--- src/rtl/booth_pkg.sv ---
// rtl/booth_pkg.sv - shared types and helpers for the radix-4 Booth multiplier
package booth_pkg;

   typedef enum logic [1:0] {
      IDLE = 2'd0,
      CALC = 2'd1,
      DONE = 2'd2
   } state_t;

   typedef enum logic [2:0] {
      D_ZERO = 3'd0,
      D_P1   = 3'd1,
      D_P2   = 3'd2,
      D_M1   = 3'd3,
      D_M2   = 3'd4
   } booth_digit_t;

   // Radix-4 digits needed to cover a WIDTH operand extended by two bits
   function automatic int iter_count(input int width);
      return (width + 2) / 2;
   endfunction

endpackage

--- src/rtl/booth_r4_mul_seq_if.sv ---
// rtl/booth_r4_mul_seq_if.sv - operand/product handshake bundle for the Booth multiplier
interface booth_r4_mul_seq_if #(
   parameter int WIDTH = 8
);
   logic                   in_valid;
   logic                   in_ready;
   logic [WIDTH-1:0]       multiplicand;
   logic [WIDTH-1:0]       multiplier;
   logic                   signed_mode;
   logic                   out_valid;
   logic                   out_ready;
   logic [2*WIDTH-1:0]     product;
   logic                   busy;

   modport master (
      output in_valid, multiplicand, multiplier, signed_mode, out_ready,
      input  in_ready, out_valid, product, busy
   );

   modport slave (
      input  in_valid, multiplicand, multiplier, signed_mode, out_ready,
      output in_ready, out_valid, product, busy
   );
endinterface

--- src/rtl/booth_r4_recoder.sv ---
// rtl/booth_r4_recoder.sv - radix-4 Booth digit recoder and addend former
module booth_r4_recoder
   import booth_pkg::*;
#(
   parameter int WIDTH = 8
) (
   input  logic [2:0]       window,
   input  logic [WIDTH+1:0] mx,
   output booth_digit_t     digit,
   output logic [WIDTH+2:0] addend,
   output logic             cin
);

   logic [WIDTH+2:0] m1;
   logic [WIDTH+2:0] m2;

   assign m1 = {mx[WIDTH+1], mx};
   assign m2 = {mx, 1'b0};

   // Map the {q1,q0,q-1} window onto a signed digit in -2..+2
   always_comb begin
      digit = D_ZERO;
      case (window)
         3'b001, 3'b010: digit = D_P1;
         3'b011:         digit = D_P2;
         3'b100:         digit = D_M2;
         3'b101, 3'b110: digit = D_M1;
         default:        digit = D_ZERO;
      endcase
   end

   // Negative digits use the inverted operand; the +1 enters as carry-in of the adder
   always_comb begin
      addend = '0;
      cin    = 1'b0;
      case (digit)
         D_P1: addend = m1;
         D_P2: addend = m2;
         D_M1: begin
            addend = ~m1;
            cin    = 1'b1;
         end
         D_M2: begin
            addend = ~m2;
            cin    = 1'b1;
         end
         default: begin
            addend = '0;
            cin    = 1'b0;
         end
      endcase
   end

endmodule

--- src/rtl/booth_r4_mul_seq.sv ---
// rtl/booth_r4_mul_seq.sv - sequential radix-4 Booth multiplier, one digit per clock
module booth_r4_mul_seq
   import booth_pkg::*;
#(
   parameter int WIDTH = 8
) (
   input  logic               clk,
   input  logic               rst_n,
   booth_r4_mul_seq_if.slave  bus
);

   localparam int ITER  = iter_count(WIDTH);
   localparam int CNT_W = $clog2(ITER + 1);
   localparam int AW    = WIDTH + 3;
   localparam int QW    = WIDTH + 2;

   if ((WIDTH < 4) || ((WIDTH % 2) != 0)) begin : g_bad_width
      $error("booth_r4_mul_seq: WIDTH must be even and >= 4");
   end

   state_t             state_q, state_d;
   logic [AW-1:0]      a_q, a_d;
   logic [QW-1:0]      qx_q, qx_d;
   logic               qm_q, qm_d;
   logic [QW-1:0]      mx_q, mx_d;
   logic [CNT_W-1:0]   cnt_q, cnt_d;
   logic [2*WIDTH-1:0] product_q, product_d;

   booth_digit_t       digit;
   logic [AW-1:0]      addend;
   logic               cin;
   logic [AW-1:0]      sum;
   logic [AW+QW:0]     combined;
   logic [AW+QW:0]     shifted;

   booth_r4_recoder #(.WIDTH(WIDTH)) u_recoder (
      .window (qx_q[1:0] == 2'b00 ? {2'b00, qm_q} : {qx_q[1:0], qm_q}),
      .mx     (mx_q),
      .digit  (digit),
      .addend (addend),
      .cin    (cin)
   );

   // Widen an operand by two bits, honouring the signedness chosen at accept
   function automatic logic [QW-1:0] extend(input logic [WIDTH-1:0] v, input logic sm);
      return {{2{sm & v[WIDTH-1]}}, v};
   endfunction

   // Add the recoded partial product, then arithmetic-shift {A,Qx,qm} right by two
   always_comb begin
      sum      = (digit == D_ZERO) ? a_q : (a_q + addend + {{(AW-1){1'b0}}, cin});
      combined = {sum, qx_q, qm_q};
      shifted  = {{2{sum[AW-1]}}, combined[AW+QW:2]};
   end

   // FSM and datapath next-state
   always_comb begin
      state_d   = state_q;
      a_d       = a_q;
      qx_d      = qx_q;
      qm_d      = qm_q;
      mx_d      = mx_q;
      cnt_d     = cnt_q;
      product_d = product_q;
      case (state_q)
         IDLE: begin
            if (bus.in_valid) begin
               mx_d    = extend(bus.multiplicand, bus.signed_mode);
               qx_d    = extend(bus.multiplier, bus.signed_mode);
               a_d     = '0;
               qm_d    = 1'b0;
               cnt_d   = '0;
               state_d = CALC;
            end
         end
         CALC: begin
            a_d   = shifted[AW+QW:QW+1];
            qx_d  = shifted[QW:1];
            qm_d  = shifted[0];
            cnt_d = cnt_q + CNT_W'(1);
            if (cnt_q == CNT_W'(ITER - 1)) begin
               // Low 2*WIDTH bits of {A,Qx} after the last shift are the exact product
               product_d = shifted[2*WIDTH:1];
               state_d   = DONE;
            end
         end
         DONE: begin
            if (bus.out_ready) begin
               state_d = IDLE;
            end
         end
         default: state_d = IDLE;
      endcase
   end

   // State registers with synchronous active-low reset
   always_ff @(posedge clk) begin
      if (!rst_n) begin
         state_q   <= IDLE;
         a_q       <= '0;
         qx_q      <= '0;
         qm_q      <= 1'b0;
         mx_q      <= '0;
         cnt_q     <= '0;
         product_q <= '0;
      end else begin
         state_q   <= state_d;
         a_q       <= a_d;
         qx_q      <= qx_d;
         qm_q      <= qm_d;
         mx_q      <= mx_d;
         cnt_q     <= cnt_d;
         product_q <= product_d;
      end
   end

   assign bus.in_ready  = (state_q == IDLE);
   assign bus.out_valid = (state_q == DONE);
   assign bus.busy      = (state_q != IDLE);
   assign bus.product   = product_q;

endmodule

--- src/flat_wrapper.sv ---
// flat-port wrapper written by rule: the top's interface ports become plain ports
module booth_r4_mul_seq_flat import booth_pkg::*;
#(
   parameter int WIDTH = 8
)
  (clk, rst_n, bus_in_valid, bus_multiplicand, bus_multiplier, bus_signed_mode, bus_out_ready, bus_in_ready, bus_out_valid, bus_product, bus_busy);
  booth_r4_mul_seq_if #(.WIDTH(WIDTH)) bus_i ();
  input  logic clk;
  input  logic rst_n;
  input wire logic [$bits(bus_i.in_valid)-1:0] bus_in_valid;
  input wire logic [$bits(bus_i.multiplicand)-1:0] bus_multiplicand;
  input wire logic [$bits(bus_i.multiplier)-1:0] bus_multiplier;
  input wire logic [$bits(bus_i.signed_mode)-1:0] bus_signed_mode;
  input wire logic [$bits(bus_i.out_ready)-1:0] bus_out_ready;
  output wire logic [$bits(bus_i.in_ready)-1:0] bus_in_ready;
  output wire logic [$bits(bus_i.out_valid)-1:0] bus_out_valid;
  output wire logic [$bits(bus_i.product)-1:0] bus_product;
  output wire logic [$bits(bus_i.busy)-1:0] bus_busy;
  assign bus_i.in_valid = bus_in_valid;
  assign bus_i.multiplicand = bus_multiplicand;
  assign bus_i.multiplier = bus_multiplier;
  assign bus_i.signed_mode = bus_signed_mode;
  assign bus_i.out_ready = bus_out_ready;
  assign bus_in_ready = bus_i.in_ready;
  assign bus_out_valid = bus_i.out_valid;
  assign bus_product = bus_i.product;
  assign bus_busy = bus_i.busy;
  booth_r4_mul_seq #(.WIDTH(WIDTH)) u_core (.clk(clk), .rst_n(rst_n), .bus(bus_i));
endmodule
--- config.mk ---
export PLATFORM = sky130hd
export DESIGN_NAME = booth_r4_mul_seq_flat
export DESIGN_NICKNAME = d
export VERILOG_FILES = /design/src/rtl/booth_pkg.sv /design/src/rtl/booth_r4_mul_seq_if.sv /design/src/rtl/booth_r4_recoder.sv /design/src/rtl/booth_r4_mul_seq.sv /design/src/flat_wrapper.sv
export SDC_FILE = /design/constraint.sdc
export NUM_CORES = 1
export LEC_CHECK = 0
export CAP_MARGIN = 0
export CORE_UTILIZATION = 45
export DETAILED_ROUTE_END_ITERATION = 8
export PLACE_DENSITY_LB_ADDON = 0.05
export SLEW_MARGIN = 10
export SYNTH_ARGS = -nofsm -noshare
export SYNTH_HDL_FRONTEND = slang
export SYNTH_SLANG_ARGS = --single-unit
--- constraint.sdc ---
create_clock -name clk -period 3.7 [get_ports clk]
set_input_delay 0.555 -clock clk [delete_from_list [all_inputs] [get_ports clk]]
set_output_delay 0.555 -clock clk [all_outputs]
set_load 0.02 [all_outputs]
[Yosys cells after proc, flatten, opt, wreduce, memory -nomap -nowiden]
Cells that the tools add are included.
Storage, ports and cells
  bits of input ports: 21
  flip-flop bits (word level): 52
Cells by class
  mux-type cells: 17
  bitwise gates (word level): 4
  add/subtract/negate cells: 3
  equality and inequality tests: 16
  reductions and logical operators: 12
Operators with widths (count)
  11-bit case mux with 4 select lines: 1
  11-bit 2-to-1 mux: 2
  11-bit NOT: 2
  11-bit case mux with 2 select lines: 1
  10-bit case mux with 2 select lines: 1
  3-bit == test, second input constant: 5
  3-bit by 2-bit == test with 1-bit output, second input constant: 4
  3-bit case mux with 4 select lines: 1
  11-bit by 1-bit adder with 11-bit output: 1
  11-bit adder: 1
  10-bit 2-to-1 mux: 1
  3-bit by 1-bit == test with 1-bit output, second input constant: 2
  2-bit 2-to-1 mux: 3
  3-bit 2-to-1 mux: 2
  2-bit case mux with 3 select lines: 1
  3-bit case mux with 2 select lines: 1
  2-bit AND reduction: 3
  2-bit OR reduction: 3
  2-bit logical NOT: 2
  2-bit != test, second input constant: 2
  2-bit nonzero test: 2
  3-bit by 1-bit adder with 3-bit output, second input constant: 1
  3-bit logical NOT: 1
  3-bit AND reduction: 1
  other kinds (6): 8

[Logic depth before layout (Yosys ltp)]
Gate-level depths: netlist of the first run.
  depth in word-level cells: 11
  depth in mapped cells: 12
  depth with buffers taken out: 10

[Hierarchy]
A second synthesis of the first run with hierarchy kept.
Second synthesis, totals
  cells, all modules: 373
  area, all modules: 3026.7 µm²
By module, submodules not included
  booth_r4_mul_seq: cells each 317, area each 2572.5 µm², seq. area each 1001.0 µm², times used 1
  booth_r4_recoder: cells each 56, area each 454.2 µm², seq. area each 0.0 µm², times used 1

[Worst setup path before layout of the first run]
OpenSTA, ideal clock, no wires.
  path type: register to register
  start point: register u_core.qx_q[1]
  end point: register u_core.a_q[6]
  arrival: 2.634 ns
  path slack: 0.946 ns
  library setup time: 0.120 ns
  stages on the path, launching flop included: 13
  data required time: 3.580 ns
  clock period less this slack: 2.754 ns
  path through: dfxtp_1 > buf_2 > clkbuf_1 > a21oi_1 > o221ai_1 > fa_1 > inv_1 > fa_1 > a21o_1 > a221oi_1 > o21a_1 > or4b_1 > nand3_1
Between the ends
  word-level cells in the longest chain between the ends: 11
  elaborated cells between the ends (all ways): 23
  those cells by class: add/sub: 2; eq/ne: 10; mux: 6; reduce/logical: 5
Ends and longest elaborated chain
  from (decl): RTL line booth_r4_mul_seq.sv:23  | logic [QW-1:0] qx_q, qx_d;
  from (signal assigned): RTL line booth_r4_mul_seq.sv:109  | qx_q <= qx_d;
  2-bit logical NOT: RTL line booth_r4_mul_seq.sv:37  | .window (qx_q[1:0] == 2'b00 ? {2'b00, qm_q} : {qx_q[1:0], qm_q}),
  3-bit 2-to-1 mux *: RTL line booth_r4_mul_seq.sv:37
  3-bit == test (tied with other cells): RTL line booth_r4_recoder.sv:23  | case (window)
  2-bit OR reduction: RTL line booth_r4_recoder.sv:23
  3-bit case mux with 4 select lines *: RTL line booth_r4_recoder.sv:23
  3-bit == test (tied with other cells): RTL line booth_r4_recoder.sv:36  | case (digit)
  11-bit case mux with 4 select lines / 2-bit OR reduction (equally long branches)
  11-bit adder / 1-bit 2-to-1 mux (equally long branches): RTL line booth_r4_mul_seq.sv:51, booth_r4_recoder.sv:36
  11-bit by 1-bit adder with 11-bit output: RTL line booth_r4_mul_seq.sv:51  | sum = (digit == D_ZERO) ? a_q : (a_q + addend + {{(AW-1){1'b0}}, cin});
  11-bit 2-to-1 mux *: RTL line booth_r4_mul_seq.sv:51
  11-bit case mux with 2 select lines *: RTL line booth_r4_mul_seq.sv:65  | case (state_q)
  to (signal assigned): RTL line booth_r4_mul_seq.sv:100  | a_q <= '0;
  to (signal assigned): RTL line booth_r4_mul_seq.sv:108  | a_q <= a_d;
  to (decl): RTL line booth_r4_mul_seq.sv:22  | logic [AW-1:0] a_q, a_d;
Mark *: on every way between the ends. The rest lies on a longest branch, timed or not.
A chain may end at the register's enable or synchronous reset.

[Worst setup path in the final report of the first run]
  start point: register u_core.qx_q[1]
  end point: register u_core.a_q[5]
Same word-level chain as after synthesis.

==> impl_metrics.json, run 1 <==
{
  "status": "finished clean",
  "cts_buffers": 5,
  "die-height_um": 81.47,
  "layout_common_cells": "nand2_1 (73), dfxtp_1 (50), clkdlybuf4s50_1 (39)",
  "n_antenna_cell": 0,
  "cap_violations": 0,
  "ir_worst_vdd_uv": 184.0,
  "antenna_found_initial": 0,
  "synth_edf_count": 0,
  "start_util_pct": 47.43,
  "grt_pass1_wl_um": 10900,
  "min_period_over_period_pct": 85.16,
  "power_density_mw_per_mm2": 368.9,
  "critical_path_required_ps": 3950,
  "drc": 0,
  "maxSlewHeadroom_pct": 39.25,
  "routed_wl_um": 6740,
  "avgSynthCellArea_um2": 7.959,
  "setup_viol_count_final": 0,
  "ioPinCount": 40,
  "dr_wl_met2_um": 2910,
  "final_common_cell": "nand2_1",
  "cp_max_fo": 20,
  "async_flop_share_pct": 0,
  "dp_hpwl_um": 4722,
  "synth-seq-cells": 50,
  "final_nets": 417,
  "cts_tree": "yes",
  "slew_violations": 0,
  "overflow": 0,
  "fp.dieW_um": 81.47,
  "skew_ps": 8.248,
  "clock_latency_ps": 310,
  "place_congestion": 0.8538,
  "vias_per_cell": 5.603,
  "utilization_pct": 56.24,
  "synth_cells": 357,
  "ctsRootBufferMaster": "clkbuf_8",
  "dr_total_vias": 2572,
  "synth_area_mm2": 0.002841,
  "timing.final.crit_period_ps": 3151,
  "met3_length_um": 353,
  "drive_gt1_share_pct": 4.427,
  "tightest_slew_ps": 911.2,
  "drt-met1-wl_um": 3294,
  "yosysWarnings": 0,
  "yosysUniqueCellTypes": 49,
  "critPathKind": "reg -> reg",
  "dieArea_mm2": 0.006637,
  "hold_ws_ps": 466.9,
  "p_leak_uw": 0.001335,
  "first_pass_iters": 4,
  "yosysTopAreaCellShare_pct": 35.23,
  "core_mm2": 0.005991,
  "arrival_ps": 3400,
  "synth_area_leaders": "dfxtp_1 (35%), nand2_1 (9.6%), a21boi_0 (6.1%)",
  "fp-row-count": 28,
  "hp-class": "reg -> reg",
  "post_cts_buffers": 0,
  "cts-hold-fix-buffers": 0,
  "hold_violations": 0,
  "synth_flop_cell": "dfxtp_1",
  "grt_pass1_vias": 2314,
  "yosysTopAreaCell": "dfxtp_1",
  "grt_max_degree": 28,
  "setup.worst_path.end_class": "flip-flop",
  "syn_nets": 391,
  "ant_nets": 0,
  "cts_max_level": 2,
  "setup_tns_ps": 0,
  "seq_area_frac_synth_pct": 35.23,
  "worst_setup_path_start_kind": "flip-flop",
  "wire_per_inst_um": 14.68,
  "top_layer_used": "met4",
  "drt_iter0_drc": 165,
  "io_buffer_count": 39,
  "clockBufferDepth": 2,
  "rsz0062_at_grt": "false",
  "cts_sinks": 50,
  "clk_pin_slew_worst_paths_ps": 100,
  "syn2layout_area_growth_pct": 18.58,
  "grtUsageTotal_pct": 21.59,
  "max_freq_mhz": 317.4,
  "post_cts_resize_count": 0
}
-- layout make-up --
class                   count  area, um2
inverters                  10      37.54
well taps                  75      93.84
multi-input cells         273       1699
clock inverters             3      48.80
flip-flops and latches     50       1001
clock buffers               5      68.82
repair buffers             43      420.4
fillers                   573       2621
-- flip-flops by register name, indices dropped and copies added, names as in the netlist --
signal and cells:
u_core.qm_q 1, u_core.mx_q 9, u_core.state_q 2, u_core.qx_q 10, u_core.bus.product 16, u_core.cnt_q 3
u_core.a_q 9
-- worst paths after layout --
kind | slack [ps] | depth (start not counted) | end | startpoint
setup reg to reg | 550 | 9 | u_core.a_q[5] | u_core.qx_q[1]
hold / removal | 470 | 2 | u_core.bus.product[5] | u_core.bus.product[5]
hold reg to reg | 470 | 2 | u_core.bus.product[5] | u_core.bus.product[5]
setup / recovery | 550 | 9 | u_core.a_q[5] | u_core.qx_q[1]
-- critical path: stages, from the launching register on --
cell and delay, ps:
dfxtp_1 550, nor3_1 750, a22oi_1 190, o21ai_0 190, ha_1 300, nor2b_1 140, o2111ai_1 300, a21oi_1 190
o311a_1 360, a21boi_1 120
-- cell families (layout without fill, tap and decap cells) --
| family | after synthesis | in the layout | synth area share [%] |
|---|---|---|---|
| AOI/OAI and AO/OA | 115 | 115 | 27.83 |
| adders and majority gates | 13 | 13 | 6.253 |
| DFF | 50 | 50 | 35.23 |
| and+or+nand+nor | 131 | 131 | 21.14 |
| buffers and inverters | 34 | 61 | 5.152 |
| muxes | 2 | 2 | 0.7046 |
| xor gates and xnor gates | 12 | 12 | 3.699 |
-- cells in the mapped netlist (3+ instances only) --
cell type	instances
nor2_1	11
clkbuf_1	17
nand2_1	73
nand3_1	15
dfxtp_1	50
nor3_1	7
xor2_1	9
and3_1	3
a22oi_1	8
and2_1	3
inv_1	10
buf_2	3
o211a_1	8
o21a_1	6
a21oi_1	18
xnor2_1	3
a31oi_1	7
a21boi_0	23
o21ai_0	25
nor2b_1	6
ha_1	11
-- metal layers --
metal	up-vias	track usage, %
met5	-	0
met4	0	8.929
met3	15	3.556
met2	72	34.50
met1	1168	28.73
li1	1317	-
-- power breakdown --
part / leakage, uW / total (uW) / internal, uW / switching [uW]
Clock: 0.0000563 / 407 / 206 / 201
Combinational: 0.000871 / 243 / 105 / 138
Sequential: 0.000407 / 593 / 562 / 31.5
Total: 0.00133 / 1240 / 873 / 370
-- per-stage QoR --
stage,worst slack (ps),total power (uW),instance area (um2),std cells
6_report,549.1,1243,3369,459
5_1_grt,308.9,1308,3369,459
4_1_cts,575.7,1256,3369,459
3_5_place_dp,607.7,847.6,3252,451
3_3_place_gp,667.6,845.4,3252,451
2_1_floorplan,946.5,773.5,2841,357
No activity file was read; power rests on OpenSTA's default activity.
==> run 2, diff against run 1 <==
--- a/config.mk
+++ b/config.mk
@@ -6,8 +6,9 @@
 export NUM_CORES = 1
 export LEC_CHECK = 0
 export CAP_MARGIN = 0
-export CORE_UTILIZATION = 45
+export CORE_UTILIZATION = 30
 export DETAILED_ROUTE_END_ITERATION = 8
+export GPL_ROUTABILITY_DRIVEN = 0
 export PLACE_DENSITY_LB_ADDON = 0.05
 export SLEW_MARGIN = 10
 export SYNTH_ARGS = -nofsm -noshare
==> run 2 against run 1 <==
Fmax grew 1.1%. Clock skew shrank 1.4 ps. Global-route usage shrank 5.3 points. Critical endpoint unchanged.
==> impl_metrics.json, run 2 (synthesized netlist as in run 1, its figures left out) <==
{
  "slowest_stage": "nor3_1",
  "io_buffer_count": 39,
  "start_util_pct": 30.90,
  "max_freq_mhz": 321.0,
  "setup_viol_count_final": 0,
  "setup.worst_path.end_class": "flip-flop",
  "power_density_mw_per_mm2": 363.4,
  "fin_area_mm2": 0.003425,
  "final_common_cell": "nand2_1",
  "cts_sinks": 50,
  "n_antenna_cell": 0,
  "cp_cell_sequence": "inv_1, nor3_1, a22oi_1, o21ai_0, ha_1, nor2b_1, o2111ai_1, a21oi_1, o311a_1, a21boi_1",
  "ioPinCount": 40,
  "tightest_slew_ps": 998.3,
  "comb_power_share_pct": 20.5,
  "timing.final.crit_period_ps": 3116,
  "p_leak_uw": 0.001346,
  "clk_pin_slew_worst_paths_ps": 90,
  "status": "finished clean",
  "cts_tree": "yes",
  "antenna_found_initial": 0,
  "clock_latency_ps": 300,
  "layout_common_cells": "nand2_1 (73), dfxtp_1 (50), clkdlybuf4s50_1 (39)",
  "wire_per_inst_um": 15.15,
  "critical_path_required_ps": 3940,
  "fp.dieW_um": 99.32,
  "final_nets": 419,
  "path_buf_inv": 1,
  "utilization_pct": 37.24,
  "p_int_uw": 886.2,
  "cap_violations": 0,
  "critical_path.max_stage_delay_ps": 690,
  "cp_top_family": "compound AO/OA/AOI/OAI gates",
  "drc": 0,
  "grtUsageTotal_pct": 16.29,
  "min_period_over_period_pct": 84.20,
  "fp-row-count": 35,
  "vias_per_cell": 5.185,
  "drt_iter0_drc": 117,
  "cts_max_level": 2,
  "hp-class": "reg -> reg",
  "hold_violations": 0,
  "grt_pass1_wl_um": 12530,
  "rsz0062_at_grt": "false",
  "netSwitchingFraction_pct": 28.78,
  "arrival_ps": 3350,
  "setup_tns_ps": 0,
  "first_pass_iters": 5,
  "ir_worst_vdd_uv": 186.9,
  "overflow": 0,
  "post_cts_buffers": 0,
  "ant_nets": 0,
  "dr_total_vias": 2572,
  "critPathKind": "reg -> reg",
  "skew_ps": 6.813,
  "dieArea_mm2": 0.009864,
  "grt_max_degree": 30,
  "cts-hold-fix-buffers": 0,
  "slew_violations": 0,
  "dp_hpwl_um": 5325,
  "grt_pass1_vias": 2428,
  "core_mm2": 0.009196,
  "largest_register_ff_count": 16,
  "ctsRootBufferMaster": "clkbuf_8",
  "routed_wl_um": 7515,
  "drive_gt1_share_pct": 4.675,
  "worst_setup_path_start_kind": "flip-flop",
  "die-height_um": 99.32,
  "post_cts_resize_count": 0,
  "pwr-share-clk_pct": 32.2,
  "placed_area_mm2": 0.003312,
  "p_seq_share_pct": 47.4,
  "maxSlewHeadroom_pct": 33.24,
  "syn2layout_area_growth_pct": 20.52,
  "cp_max_fo": 8,
  "p_sw_uw": 358.2,
  "clockBufferDepth": 2,
  "cts_buffers": 5
}
## run 2: cell type report
type	instances	area, um2
Timing Repair Buffer	45	435.4
Fill cell	974	5772
Tap cell	111	138.9
Multi-Input combinational cell	273	1699
Clock inverter	1	30.03
Clock buffer	6	82.58
Sequential cell	50	1001
Inverter	10	37.54
## run 2: layer usage
| metal | global-route usage (%) | part of all wire (%) | up-vias | routed length (um) |
|---|---|---|---|---|
| met1 | 23.16 | 51 | 1193 | 3838 |
| met5 | 0 | 0 | - | 0 |
| met4 | 4.864 | 0.80 | 0 | 60 |
| li1 | - | - | 1319 | - |
| met2 | 25.16 | 45 | 55 | 3371 |
| met3 | 2.811 | 3.3 | 5 | 245 |
## run 2: power by group through the flow
stage          Combinational (uW)  Sequential (uW)  Clock (uW)
6_report                      255              589         400
3_5_place_dp                  256              602           0
5_1_grt                       288              594         442
4_1_cts                       257              589         424
3_3_place_gp                  256              601           0
2_1_floorplan                 182              591           0
## run 2: worst min-delay path: cells and delay by family, from the launching register on
| family | cells | cell delay (ps) |
|---|---|---|
| simple gates | 1 | 50 |
| compound gates | 1 | 60 |
| flops | 1 | 320 |
## run 2: worst paths after layout
kind / cells past startpoint / slack (ps) / end / start
worst min register to register: 2 / 470 / u_core.bus.product[4] / u_core.bus.product[4]
worst max register to register: 10 / 580 / u_core.a_q[5] / u_core.qx_q[0]
worst max-delay path: 10 / 580 / u_core.a_q[5] / u_core.qx_q[0]
worst min-delay path: 2 / 470 / u_core.bus.product[4] / u_core.bus.product[4]
## run 2: metrics by stage
stage / setup slack, ps / hold WS [ps] / total power, uW / std cells
after floorplan: 946.5 / 453.8 / 773.5 / 357
after global placement: 572.0 / 456.7 / 857.8 / 489
after detailed placement: 555.6 / 461.2 / 857.7 / 489
after CTS: 498.9 / 474.7 / 1270 / 496
after global routing: 197.0 / 500.5 / 1324 / 496
final: 584.4 / 467.3 / 1244 / 496
